$ cat src/rtl/writeback_unit.sv
// writeback_unit: merges ALU results and load responses into one register-file
// write port. It also tracks which destination registers still have a write
// outstanding, so decode can stall on operand and WAW hazards.
module writeback_unit (
    input  logic        clk,
    input  logic        rst,
    input  logic        alu_valid,
    output logic        alu_ready,
    input  logic [4:0]  alu_rd,
    input  logic [31:0] alu_data,
    input  logic        ld_valid,
    output logic        ld_ready,
    input  logic [4:0]  ld_rd,
    input  logic [31:0] ld_data,
    input  logic [2:0]  ld_funct3,
    input  logic [1:0]  ld_offset,
    input  logic        issue_valid,
    output logic        issue_ready,
    input  logic [4:0]  issue_rd,
    input  logic [4:0]  rs1_index,
    input  logic [4:0]  rs2_index,
    output logic        rs1_busy,
    output logic        rs2_busy,
    output logic [4:0]  rd_index,
    output logic [31:0] rd_in,
    output logic        rd_we,
    output logic [31:0] retired_count
);

    logic        rd_we_q, rd_we_d;
    logic [4:0]  rd_index_q, rd_index_d;
    logic [31:0] rd_in_q, rd_in_d;
    logic [31:0] pending_q, pending_d;
    logic [31:0] retired_q, retired_d;

    logic        clear_hit;
    logic        ld_acc;
    logic        alu_acc;
    logic        issue_acc;
    logic [7:0]  ld_byte;
    logic [15:0] ld_half;
    logic [31:0] ld_value;

    // Handshake readiness: loads always win; an issue stalls only on a live
    // reservation that is not being retired in this same cycle.
    always_comb begin
        clear_hit   = rd_we_q && (rd_index_q == issue_rd);
        ld_ready    = !rst;
        alu_ready   = !rst && !ld_valid;
        issue_ready = !rst && !((issue_rd != 5'd0) && pending_q[issue_rd] && !clear_hit);
        ld_acc      = ld_valid && ld_ready;
        alu_acc     = alu_valid && alu_ready;
        issue_acc   = issue_valid && issue_ready;
    end

    // Load data extraction; unused funct3 encodings fall back to a full word.
    always_comb begin
        case (ld_offset)
            2'd0:    ld_byte = ld_data[7:0];
            2'd1:    ld_byte = ld_data[15:8];
            2'd2:    ld_byte = ld_data[23:16];
            default: ld_byte = ld_data[31:24];
        endcase
        ld_half = ld_offset[1] ? ld_data[31:16] : ld_data[15:0];
        case (ld_funct3)
            3'b000:  ld_value = {{24{ld_byte[7]}}, ld_byte};
            3'b001:  ld_value = {{16{ld_half[15]}}, ld_half};
            3'b100:  ld_value = {24'd0, ld_byte};
            3'b101:  ld_value = {16'd0, ld_half};
            default: ld_value = ld_data;
        endcase
    end

    // Next write-port contents; x0 transfers are consumed but never written.
    always_comb begin
        rd_we_d    = 1'b0;
        rd_index_d = rd_index_q;
        rd_in_d    = rd_in_q;
        if (ld_acc) begin
            rd_we_d    = (ld_rd != 5'd0);
            rd_index_d = ld_rd;
            rd_in_d    = ld_value;
        end else if (alu_acc) begin
            rd_we_d    = (alu_rd != 5'd0);
            rd_index_d = alu_rd;
            rd_in_d    = alu_data;
        end
        retired_d = retired_q + {31'd0, rd_we_d};
    end

    // Scoreboard update: clear on retire first, so a same-cycle set wins.
    always_comb begin
        pending_d = pending_q;
        if (rd_we_q) begin
            pending_d[rd_index_q] = 1'b0;
        end
        if (issue_acc && (issue_rd != 5'd0)) begin
            pending_d[issue_rd] = 1'b1;
        end
        pending_d[0] = 1'b0;
    end

    // State registers; reset also kills a write that is currently on the port.
    always_ff @(posedge clk or posedge rst) begin
        if (rst) begin
            rd_we_q    <= 1'b0;
            rd_index_q <= 5'd0;
            rd_in_q    <= 32'd0;
            pending_q  <= 32'd0;
            retired_q  <= 32'd0;
        end else begin
            rd_we_q    <= rd_we_d;
            rd_index_q <= rd_index_d;
            rd_in_q    <= rd_in_d;
            pending_q  <= pending_d;
            retired_q  <= retired_d;
        end
    end

    // Output mapping; operand busy has no forwarding from the write port.
    always_comb begin
        rd_we         = rd_we_q;
        rd_index      = rd_index_q;
        rd_in         = rd_in_q;
        retired_count = retired_q;
        rs1_busy      = (rs1_index != 5'd0) && pending_q[rs1_index];
        rs2_busy      = (rs2_index != 5'd0) && pending_q[rs2_index];
    end

endmodule

$ cat config.mk
export PLATFORM = sky130hd
export DESIGN_NAME = writeback_unit
export DESIGN_NICKNAME = d
export VERILOG_FILES = /design/src/rtl/writeback_unit.sv
export SDC_FILE = /design/constraint.sdc
export NUM_CORES = 1
export LEC_CHECK = 0
export ABC_AREA = 1
export CORE_UTILIZATION = 50
export DETAILED_ROUTE_END_ITERATION = 12
export HOLD_SLACK_MARGIN = 0.08
export PLACE_DENSITY = 0.86
export SETUP_SLACK_MARGIN = 0.02
export SYNTH_ARGS = -nofsm -noshare
export SYNTH_HDL_FRONTEND = slang
export SYNTH_SLANG_ARGS = --single-unit
$ cat constraint.sdc
create_clock -name clk -period 3.2 [get_ports clk]
set_input_delay 0.64 -clock clk [delete_from_list [all_inputs] [get_ports clk]]
set_output_delay 0.64 -clock clk [all_outputs]
set_load 0.01 [all_outputs]
==> results of run 1 <==
==> placed cells by master, fill, tap and decap left out, drive strengths merged, types with 10 or more instances in the layout <==
cell,netlist,layout
o21ai,76,76
nand4,44,44
xor2,21,21
dfrtp,101,101
clkdlybuf4s50,0,169
buf,31,47
nor3,23,23
clkbuf,16,10
o211ai,14,14
nand2,250,250
nand3,59,59
a21oi,92,92
inv,74,77
nor2,126,126
==> timing repair <==
| action | in CTS | in global routing |
|---|---|---|
| resized for setup | 5 | 6 |
| endpoints found under the setup margin | 3 | 5 |
| buffers inserted | 0 | 0 |
==> critical path: cells and delay by family <==
family | cells | cell delay [ps]
buffers and inverters | 4 | 1030
AND/OR/NAND/NOR | 1 | 190
AO/OA/AOI/OAI | 3 | 440
==> layer usage <==
layer | share of wire | track usage | vias to the layer above
met5 | 0 | 0 | -
met4 | 0.037 | 0.1490 | 0
met3 | 0.089 | 0.07752 | 60
met2 | 0.47 | 0.5107 | 343
met1 | 0.41 | 0.4017 | 3416
li1 | - | - | 3574
==> power groups by stage <==
stage | registers (mW) | clock network, mW | logic (mW)
6_report | 1.90 | 1.22 | 1.44
5_1_grt | 1.93 | 1.29 | 1.61
4_1_cts | 1.88 | 1.23 | 1.43
3_5_place_dp | 1.90 | 0 | 1.42
3_3_place_gp | 1.90 | 0 | 1.38
2_1_floorplan | 1.84 | 0 | 0.797
==> path summary, 6_finish.rpt <==
check,cells after the start,start,end
max in group asynchronous,5,rst,retired_count[2]$_DFF_PP0_
min,1,retired_count[31]$_DFF_PP0_,retired_count[31]$_DFF_PP0_
max reg2reg,10,retired_count[0]$_DFF_PP0_,retired_count[30]$_DFF_PP0_
min reg2reg,1,retired_count[31]$_DFF_PP0_,retired_count[31]$_DFF_PP0_
min in group asynchronous,4,rst,rd_in[27]$_DFFE_PP0P_
max,8,issue_rd[0],issue_ready
==> through the flow <==
stage / power [mW] / hold WS (ps) / setup slack, ps / std cells
after CTS: 4.547 / 475.7 / 70.56 / 1319
after global placement: 3.278 / 459.6 / -132.3 / 1303
after global routing: 4.830 / 517.3 / 139.3 / 1319
after detailed placement: 3.317 / 463.7 / -166.0 / 1303
final: 4.560 / 472.4 / 256.5 / 1319
after floorplan: 2.639 / 473.9 / 219.9 / 958
==> cell families after synthesis <==
family / Yosys count
AND/OR/NAND/NOR: 508
buffers and inverters: 121
adder cells (fa/ha/maj): 2
XOR/XNOR: 30
flip-flops: 101
AO/OA/AOI/OAI: 196
==> cell type report <==
cell class / count / area, um^2 / share of cell area
inverter: 74 / 282.8 / 0.03122
sequential: 101 / 2527 / 0.2791
timing repair buffer: 220 / 2091 / 0.2309
tap: 172 / 215.2 / 0.02376
clock buffer: 9 / 225.2 / 0.02487
clock inverter: 7 / 103.9 / 0.01147
multi-input combinational: 736 / 3611 / 0.3987
==> sequential cells by signal, summed over array words and instances (netlist names) <==
| name | cells |
|---|---|
| rd_we | 1 |
| rd_index | 5 |
| retired_count | 32 |
| rd_in | 32 |
| pending_q | 31 |
==> impl_metrics.csv, run 1 <==
group,metric,value,unit
placed_design,dp_hpwl,15990,um
timing,timing.fmax,339.7,MHz
global_route,antenna_found_initial,0,
routing,wl_per_cell,16.35,um
setup_path,crit_top_cell,"a21oi_1",
floorplan,die_y,117.5,um
power,pwr-share-seq,0.416,
placed_design,port_buffers,173,
layout,fillers,1076,
clocking,cts_tree,"done",
clocking,htreeDepth,3,
synthesis,yosysWarnings,0,
timing,slew_viol_final,0,
synthesis,syn_nets,1059,
timing,period_share,0.9198,
layout,area_delta_synth_final,35.87,%
timing,setup_viol,0,
clocking,cts_root_buf,"clkbuf_16",
synthesis,ys_ff_latch,101,
layout,antenna_cells,0,
layout,fin_util,0.7061,
timing,rsz0062_at_grt,"false",
synthesis,synth_ff_type,"dfrtp_1",
layout,nNetsFinal,1243,
timing,finalCriticalPeriod,2943,ps
routing,via_count,7393,
setup_path,critical_path_required,2560,ps
power,p_sw,1.639,mW
floorplan,dieArea,0.01380,mm^2
status,status,"complete, no violations",
clocking,cts_made_buffers,9,
setup_path,reg2reg_setup_slack,1380,ps
timing,worstMarginPinSlew,634.5,ps
placed_design,place_congestion,1.004,
synthesis,synthSimpleGateAreaFrac,0.3364,
floorplan,pin_count,174,
synthesis,synth.largest_area_cell,"dfrtp_1",
synthesis,yosys-top-cells-area,"dfrtp_1, nand2_1, a21oi_1",
timing,tns,0,ps
setup_path,path_class,"in -> out",
global_route,grt_pass1_wl,34940,um
floorplan,coreArea,0.01282,mm^2
synthesis,ys_top_cells_by_count,"nand2_1, nor2_1, dfrtp_1, a21oi_1, o21ai_0",
job,max_cap_violations,0,
power,powerDensity,503.5,mW/mm^2
floorplan,die_x,117.5,um
floorplan,initial_utilization,0.5197,
timing,fin_skew,8.487,ps
global_route,grt_usage,0.3174,
routing,ant_nets,0,
synthesis,synth_most_common_cell,"nand2_1",
setup_path,crit_chain,"clkdlybuf4s50_1 > inv_4 > buf_4 > o22ai_1 > a21oi_1 > nand3_1 > a21oi_1 > clkbuf_2",
routing,drt-vias-per-instance,5.605,
power,combPwrFrac,0.316,
timing,hold_viol,0,
clocking,clkSinkCount,101,
placed_design,dpl-instance-area,0.008712,mm^2
setup_path,cp_slowest_stage_delay,500,ps
layout,drive_above_1_share,0.08718,
synthesis,synth_compound_area_frac,0.1573,
hold_path,hp-class,"reg -> reg",
synthesis,synth_top_family_by_area,"simple AND/OR/NAND/NOR gates",
power,p_clk_frac,0.268,
routing,first_pass_iters,5,
power,p_int,2.921,mW
clocking,clkTransAtPathRegs,70,ps
power,p_leak,4.120,nW
global_route,grt_pass1_vias,7065,
setup_path,endpoint_kind,"output pin",
setup_path,cp_slowest_cell,"clkdlybuf4s50_1",
routing,drt-initial-drc-count,609,
synthesis,muxShareOfSynthArea,0,
timing,slew-limit-headroom,0.5758,
synthesis,avgSynthCellArea,6.957,um^2
routing,wl,21560,um
routing,drc,0,
power,ir_worst_vdd,0.0003419,V
setup_path,cp-start-kind,"input port",
synthesis,synth_adder_area_share,0.003754,
floorplan,row_count,41,
layout,design_area,0.009056,mm^2
synthesis,async_reset_ff_frac,1.000,
synthesis,synth-xor-area-share,0.04167,
power,switching_share,0.3595,
clocking,clkLatencyLatePin,360,ps
setup_path,crit_fanout,16,
synthesis,yosysUniqueCellTypes,38,
setup_path,worst-endpoint-arrival,2300,ps
clocking,cts_hold_buf,0,
global_route,grt_max_degree,56,
synthesis,ys_seq_area_frac,0.3792,
synthesis,synth-edff-count,0,
synthesis,syn_inst,958,
global_route,gr-total-overflow,0,
clocking,clockBufferDepth,2,
synthesis,syn_area,0.006665,mm^2
synthesis,synth_top_cell_area_share,0.3792,
(Power assumes the default switching activity.)
==> run 2: changes to the inputs <==
--- a/config.mk
+++ b/config.mk
@@ -6,6 +6,7 @@
 export NUM_CORES = 1
 export LEC_CHECK = 0
 export ABC_AREA = 1
+export CORE_MARGIN = 2
 export CORE_UTILIZATION = 50
 export DETAILED_ROUTE_END_ITERATION = 12
 export HOLD_SLACK_MARGIN = 0.08
==> run 2 against run 1 <==
Compared with the run above: cell area is 0.26% higher; utilization down 1.5 points; first-iteration DRC count is 25% higher; worst hold slack better by 7.8 ps; worst setup slack got worse by 16 ps; cell count is 0.45% higher; register-to-register slack better by 20 ps; total power decreased by 0.41%; sequential cell count unchanged; clock power about the same; clock skew up 4.6 ps; critical path type unchanged; critical endpoint unchanged.
==> impl_metrics.csv, run 2 (synthesis results as in run 1) <==
group,metric,value,unit
status,status,"complete, no violations",
routing,wl,21960,um
global_route,met1_usage,0.3808,
setup_path,cp-start-kind,"input port",
global_route,grt_usage,0.3109,
global_route,grt_pass1_vias,7138,
power,total_power,4.542,mW
layout,final_common_cell,"nand2_1",
power,ir_worst_vdd,0.0003857,V
routing,via_count,7498,
timing,layout_setup_ws,240.4,ps
floorplan,die_x,119.5,um
routing,drt-vias-per-instance,5.659,
timing,fin_skew,13.08,ps
floorplan,initial_utilization,0.5073,
layout,fillers,1106,
hold_path,hp-class,"reg -> reg",
clocking,cts_hold_buf,0,
routing,drt-initial-drc-count,760,
clocking,cts_tree,"done",
placed_design,dpl-instance-area,0.008745,mm^2
clocking,cts_made_buffers,9,
routing,first_pass_iters,6,
placed_design,place_inst,1309,
global_route,grt_max_degree,69,
setup_path,crit_fanout,17,
setup_path,crit_top_cell,"nand2_1",
layout,final_cell_mix,"nand2_1, clkdlybuf4s50_1, nor2_1",
clocking,clkLatencyLatePin,350,ps
timing,slew-limit-headroom,0.4516,
timing,tns,0,ps
global_route,antenna_found_initial,0,
routing,ant_nets,0,
global_route,met3_usage,0.08573,
floorplan,row_count,42,
setup_path,critical_path_required,2560,ps
routing,drc,0,
timing,worstMarginPinSlew,822.6,ps
timing,slew_viol_final,0,
clocking,cts_root_buf,"clkbuf_16",
clocking,htreeDepth,3,
job,max_cap_violations,0,
setup_path,cp_slowest_cell,"clkdlybuf4s50_1",
placed_design,place_congestion,0.9489,
setup_path,endpoint_kind,"output pin",
timing,period_share,0.9249,
setup_path,cp_slowest_stage_delay,540,ps
layout,fin_util,0.6911,
timing,timing.fmax,337.9,MHz
clocking,clkTransAtPathRegs,70,ps
floorplan,pin_count,174,
floorplan,coreArea,0.01314,mm^2
floorplan,die_y,119.5,um
clocking,cts_setup_buffers,0,
timing,rsz0062_at_grt,"false",
power,powerDensity,500.2,mW/mm^2
layout,nNetsFinal,1245,
setup_path,worst-endpoint-arrival,2320,ps
layout,post_layout_nonfiller_instances,1325,
layout,drive_above_1_share,0.08964,
routing,wl_per_cell,16.57,um
setup_path,crit_chain,"clkdlybuf4s50_1 > inv_2 > buf_12 > nand2_1 > nand2_1 > nand2_1 > nand2_1 > nand2_1 > nand2_1 > nor2_2 > nand2_2 > a21oi_1 > clkbuf_2",
global_route,grt_busiest_layer,"met2",
timing,finalCriticalPeriod,2960,ps
timing,hold_viol,0,
setup_path,path_class,"in -> out",
timing,fin_hold_ws,480.2,ps
layout,antenna_cells,0,
global_route,grt_pass1_wl,35310,um
global_route,gr-total-overflow,0,
layout,design_area,0.009080,mm^2
floorplan,dieArea,0.01427,mm^2
layout,area_delta_synth_final,36.23,%
placed_design,dpl_worst_slack,-152.5,ps
placed_design,dp_hpwl,16020,um
power,p_leak,4.123,nW
global_route,met2_usage,0.5086,
timing,setup_viol,0,
clocking,clockBufferDepth,2,
setup_path,reg2reg_setup_slack,1400,ps
placed_design,port_buffers,173,
clocking,clkSinkCount,101,
-- run 2: area by class of cell --
class / count / area, um^2 / share of cell area
Inverter: 74 / 280.3 / 0.03087
Timing Repair Buffer: 222 / 2112 / 0.2326
Clock inverter: 5 / 70.07 / 0.007717
Multi-Input combinational cell: 736 / 3617 / 0.3984
Sequential cell: 101 / 2527 / 0.2784
Tap cell: 176 / 220.2 / 0.02425
Clock buffer: 11 / 252.7 / 0.02784
-- run 2: critical path: cells and delay by family --
kind,cells,cell delay [ps]
AOI/OAI and AO/OA,1,130
buffers and inverters,4,930
and+or+nand+nor,8,610
-- run 2: what timing repair did --
item                       4_1_cts  5_1_grt
gates resized for setup          3        6
setup endpoints to repair        3        8
hold endpoints to repair         0        0
pin swaps                        0        0
-- run 2: path summary, 6_finish.rpt --
path	from	end	cells past startpoint
worst max-delay path	issue_rd[0]	issue_ready	13
worst min-delay path	retired_count[31]$_DFF_PP0_	retired_count[31]$_DFF_PP0_	1
worst max register to register	rd_index[2]$_DFFE_PP0P_	pending_q[25]$_DFF_PP0_	7
worst min register to register	retired_count[31]$_DFF_PP0_	retired_count[31]$_DFF_PP0_	1
max in group asynchronous	rst	rd_in[31]$_DFFE_PP0P_	5
min in group asynchronous	rst	rd_in[24]$_DFFE_PP0P_	4
-- run 2: report_power, final --
| group | leakage [nW] | switching (mW) | internal [mW] |
|---|---|---|---|
| logic | 2.76 | 0.800 | 0.660 |
| registers | 1.20 | 0.327 | 1.57 |
| clock network | 0.161 | 0.519 | 0.667 |
-- run 2: routing by layer --
metal	wire [um]	up-vias
li1	-	3566
met1	8683	3459
met2	10280	389
met3	2071	84
met4	925	0
met5	0	-
==> run 3: changes to the inputs <==
--- a/config.mk
+++ b/config.mk
@@ -6,9 +6,12 @@
 export NUM_CORES = 1
 export LEC_CHECK = 0
 export ABC_AREA = 1
+export CELL_PAD_IN_SITES_DETAIL_PLACEMENT = 0
+export CELL_PAD_IN_SITES_GLOBAL_PLACEMENT = 2
 export CORE_MARGIN = 2
-export CORE_UTILIZATION = 50
+export CORE_UTILIZATION = 27
 export DETAILED_ROUTE_END_ITERATION = 12
+export GPL_TIMING_DRIVEN = 0
 export HOLD_SLACK_MARGIN = 0.08
 export PLACE_DENSITY = 0.86
 export SETUP_SLACK_MARGIN = 0.02
==> run 3 against run 2 <==
Compared with the run above: utilization shrank 31 points; wire length grew 12%; register-to-register slack is essentially flat; die area grew 82%; worst hold slack gained 1.3 ps; count of clock-buffer cells in the layout shrank 2; via count shrank 5.8%; clock power shrank 8%; sequential cell count is the same.
==> impl_metrics.csv, run 3 (synthesis results as in run 1) <==
group,metric,value,unit
routing,wl_per_cell,16.69,um
layout,design_area,0.009279,mm^2
floorplan,die_x,161.1,um
timing,layout_setup_ws,114.3,ps
timing,finalCriticalPeriod,3086,ps
power,total_power,4.488,mW
timing,period_share,0.9643,
setup_path,endpoint_kind,"output pin",
timing,hold_viol,0,
setup_path,crit_chain,"clkdlybuf4s50_1 > buf_6 > buf_4 > buf_1 > nor2_1 > clkdlybuf4s50_1",
clocking,cts_root_buf,"clkbuf_16",
clocking,cts_tree,"done",
layout,post_layout_nonfiller_instances,1479,
setup_path,cp_slowest_cell,"clkdlybuf4s50_1",
layout,final_cell_mix,"nand2_1, clkdlybuf4s50_1, nor2_1",
global_route,grt_usage,0.1870,
layout,drive_above_1_share,0.08398,
clocking,cts_hold_buf,0,
timing,setup_viol,0,
job,max_cap_violations,0,
clocking,clockBufferDepth,2,
power,powerDensity,483.7,mW/mm^2
status,status,"complete, no violations",
timing,slew_viol_final,0,
timing,tns,0,ps
setup_path,cp_slowest_stage_delay,530,ps
floorplan,dieArea,0.02596,mm^2
power,ir_worst_vdd,0.0002546,V
timing,timing.fmax,324.1,MHz
global_route,grt_pass1_vias,6956,
routing,wl,24680,um
placed_design,dp_hpwl,19340,um
setup_path,path_class,"in -> out",
layout,nNetsFinal,1251,
setup_path,crit_top_cell,"clkdlybuf4s50_1",
clocking,clkTransAtPathRegs,70,ps
global_route,gr-total-overflow,0,
timing,fin_skew,9.177,ps
floorplan,initial_utilization,0.2749,
setup_path,critical_path.top_delay_family,"buffers and inverters",
routing,drt-initial-drc-count,466,
placed_design,place_congestion,0.8719,
setup_path,worst-endpoint-arrival,2450,ps
placed_design,port_buffers,170,
routing,via_count,7063,
layout,fin_util,0.3827,
global_route,grt_max_degree,61,
layout,area_delta_synth_final,39.22,%
setup_path,cp-start-kind,"input port",
placed_design,place_inst,1453,
setup_path,path_buf_inv,5,
hold_path,hp-class,"reg -> reg",
power,p_leak,4.081,nW
routing,drc,0,
floorplan,coreArea,0.02425,mm^2
routing,drt-vias-per-instance,4.776,
clocking,cts_made_buffers,9,
routing,first_pass_iters,5,
layout,final_common_cell,"nand2_1",
floorplan,row_count,57,
timing,fin_hold_ws,481.5,ps
clocking,clkLatencyLatePin,350,ps
placed_design,dpl-instance-area,0.008806,mm^2
routing,ant_nets,0,
global_route,antenna_found_initial,0,
layout,antenna_cells,0,
timing,worstMarginPinSlew,601.9,ps
layout,multiInputGateArea,0.003650,mm^2
layout,layout.area.seq,0.002527,mm^2
setup_path,crit_fanout,10,
timing,rsz0062_at_grt,"false",
setup_path,critical_path_required,2560,ps
global_route,grt_pass1_wl,38270,um
timing,slew-limit-headroom,0.5987,
layout,fillers,2617,
placed_design,dpl_worst_slack,-1306,ps
clocking,clkSinkCount,101,
floorplan,pin_count,174,
clocking,htreeDepth,3,
floorplan,die_y,161.1,um
run 3: where the power goes:
group	switching [mW]	internal [mW]	leakage (nW)
Clock	0.553	0.548	0.140
Sequential	0.334	1.57	1.20
Combinational	0.802	0.683	2.74
run 3: area by class of cell:
cell class	instances	share of cell area
multi-input combinational	736	0.3933
sequential	101	0.2724
timing repair buffer	182	0.1969
tap	324	0.04369
buffer	46	0.03196
inverter	74	0.03020
clock buffer	9	0.02427
clock inverter	7	0.007282
run 3: worst min-delay path, delay by kind of cell (launching register included):
kind	cells	cell delay, ps
simple gates	2	100
flops	1	350
run 3: worst paths after layout:
kind / startpoint / endpoint / slack [ps] / depth (start not counted)
max: ld_valid / alu_ready / 110 / 6
min: rd_in[26]$_DFFE_PP0P_ / rd_in[26]$_DFFE_PP0P_ / 480 / 2
max reg2reg: retired_count[0]$_DFF_PP0_ / retired_count[30]$_DFF_PP0_ / 1400 / 10
min reg2reg: rd_in[26]$_DFFE_PP0P_ / rd_in[26]$_DFFE_PP0P_ / 480 / 2
max in group asynchronous: rst / rd_index[4]$_DFFE_PP0P_ / 2010 / 4
min in group asynchronous: rst / pending_q[25]$_DFF_PP0_ / 690 / 3
run 3: layer usage:
layer | routed length, um | vias up | GRT usage | share of wire
met3 | 1626 | 27 | 0.04956 | 0.066
met2 | 11690 | 201 | 0.3143 | 0.47
met4 | 449 | 0 | 0.04951 | 0.018
met5 | 0 | - | 0 | 0
li1 | - | 3580 | - | -
met1 | 10910 | 3255 | 0.2385 | 0.44
run 3: repair_timing:
item	in CTS	in global routing
buffers inserted	6	4
pin swaps	4	4
gates cloned	0	1
gates resized for setup	18	13
endpoints found under the hold margin	0	0
setup endpoints to repair	32	11
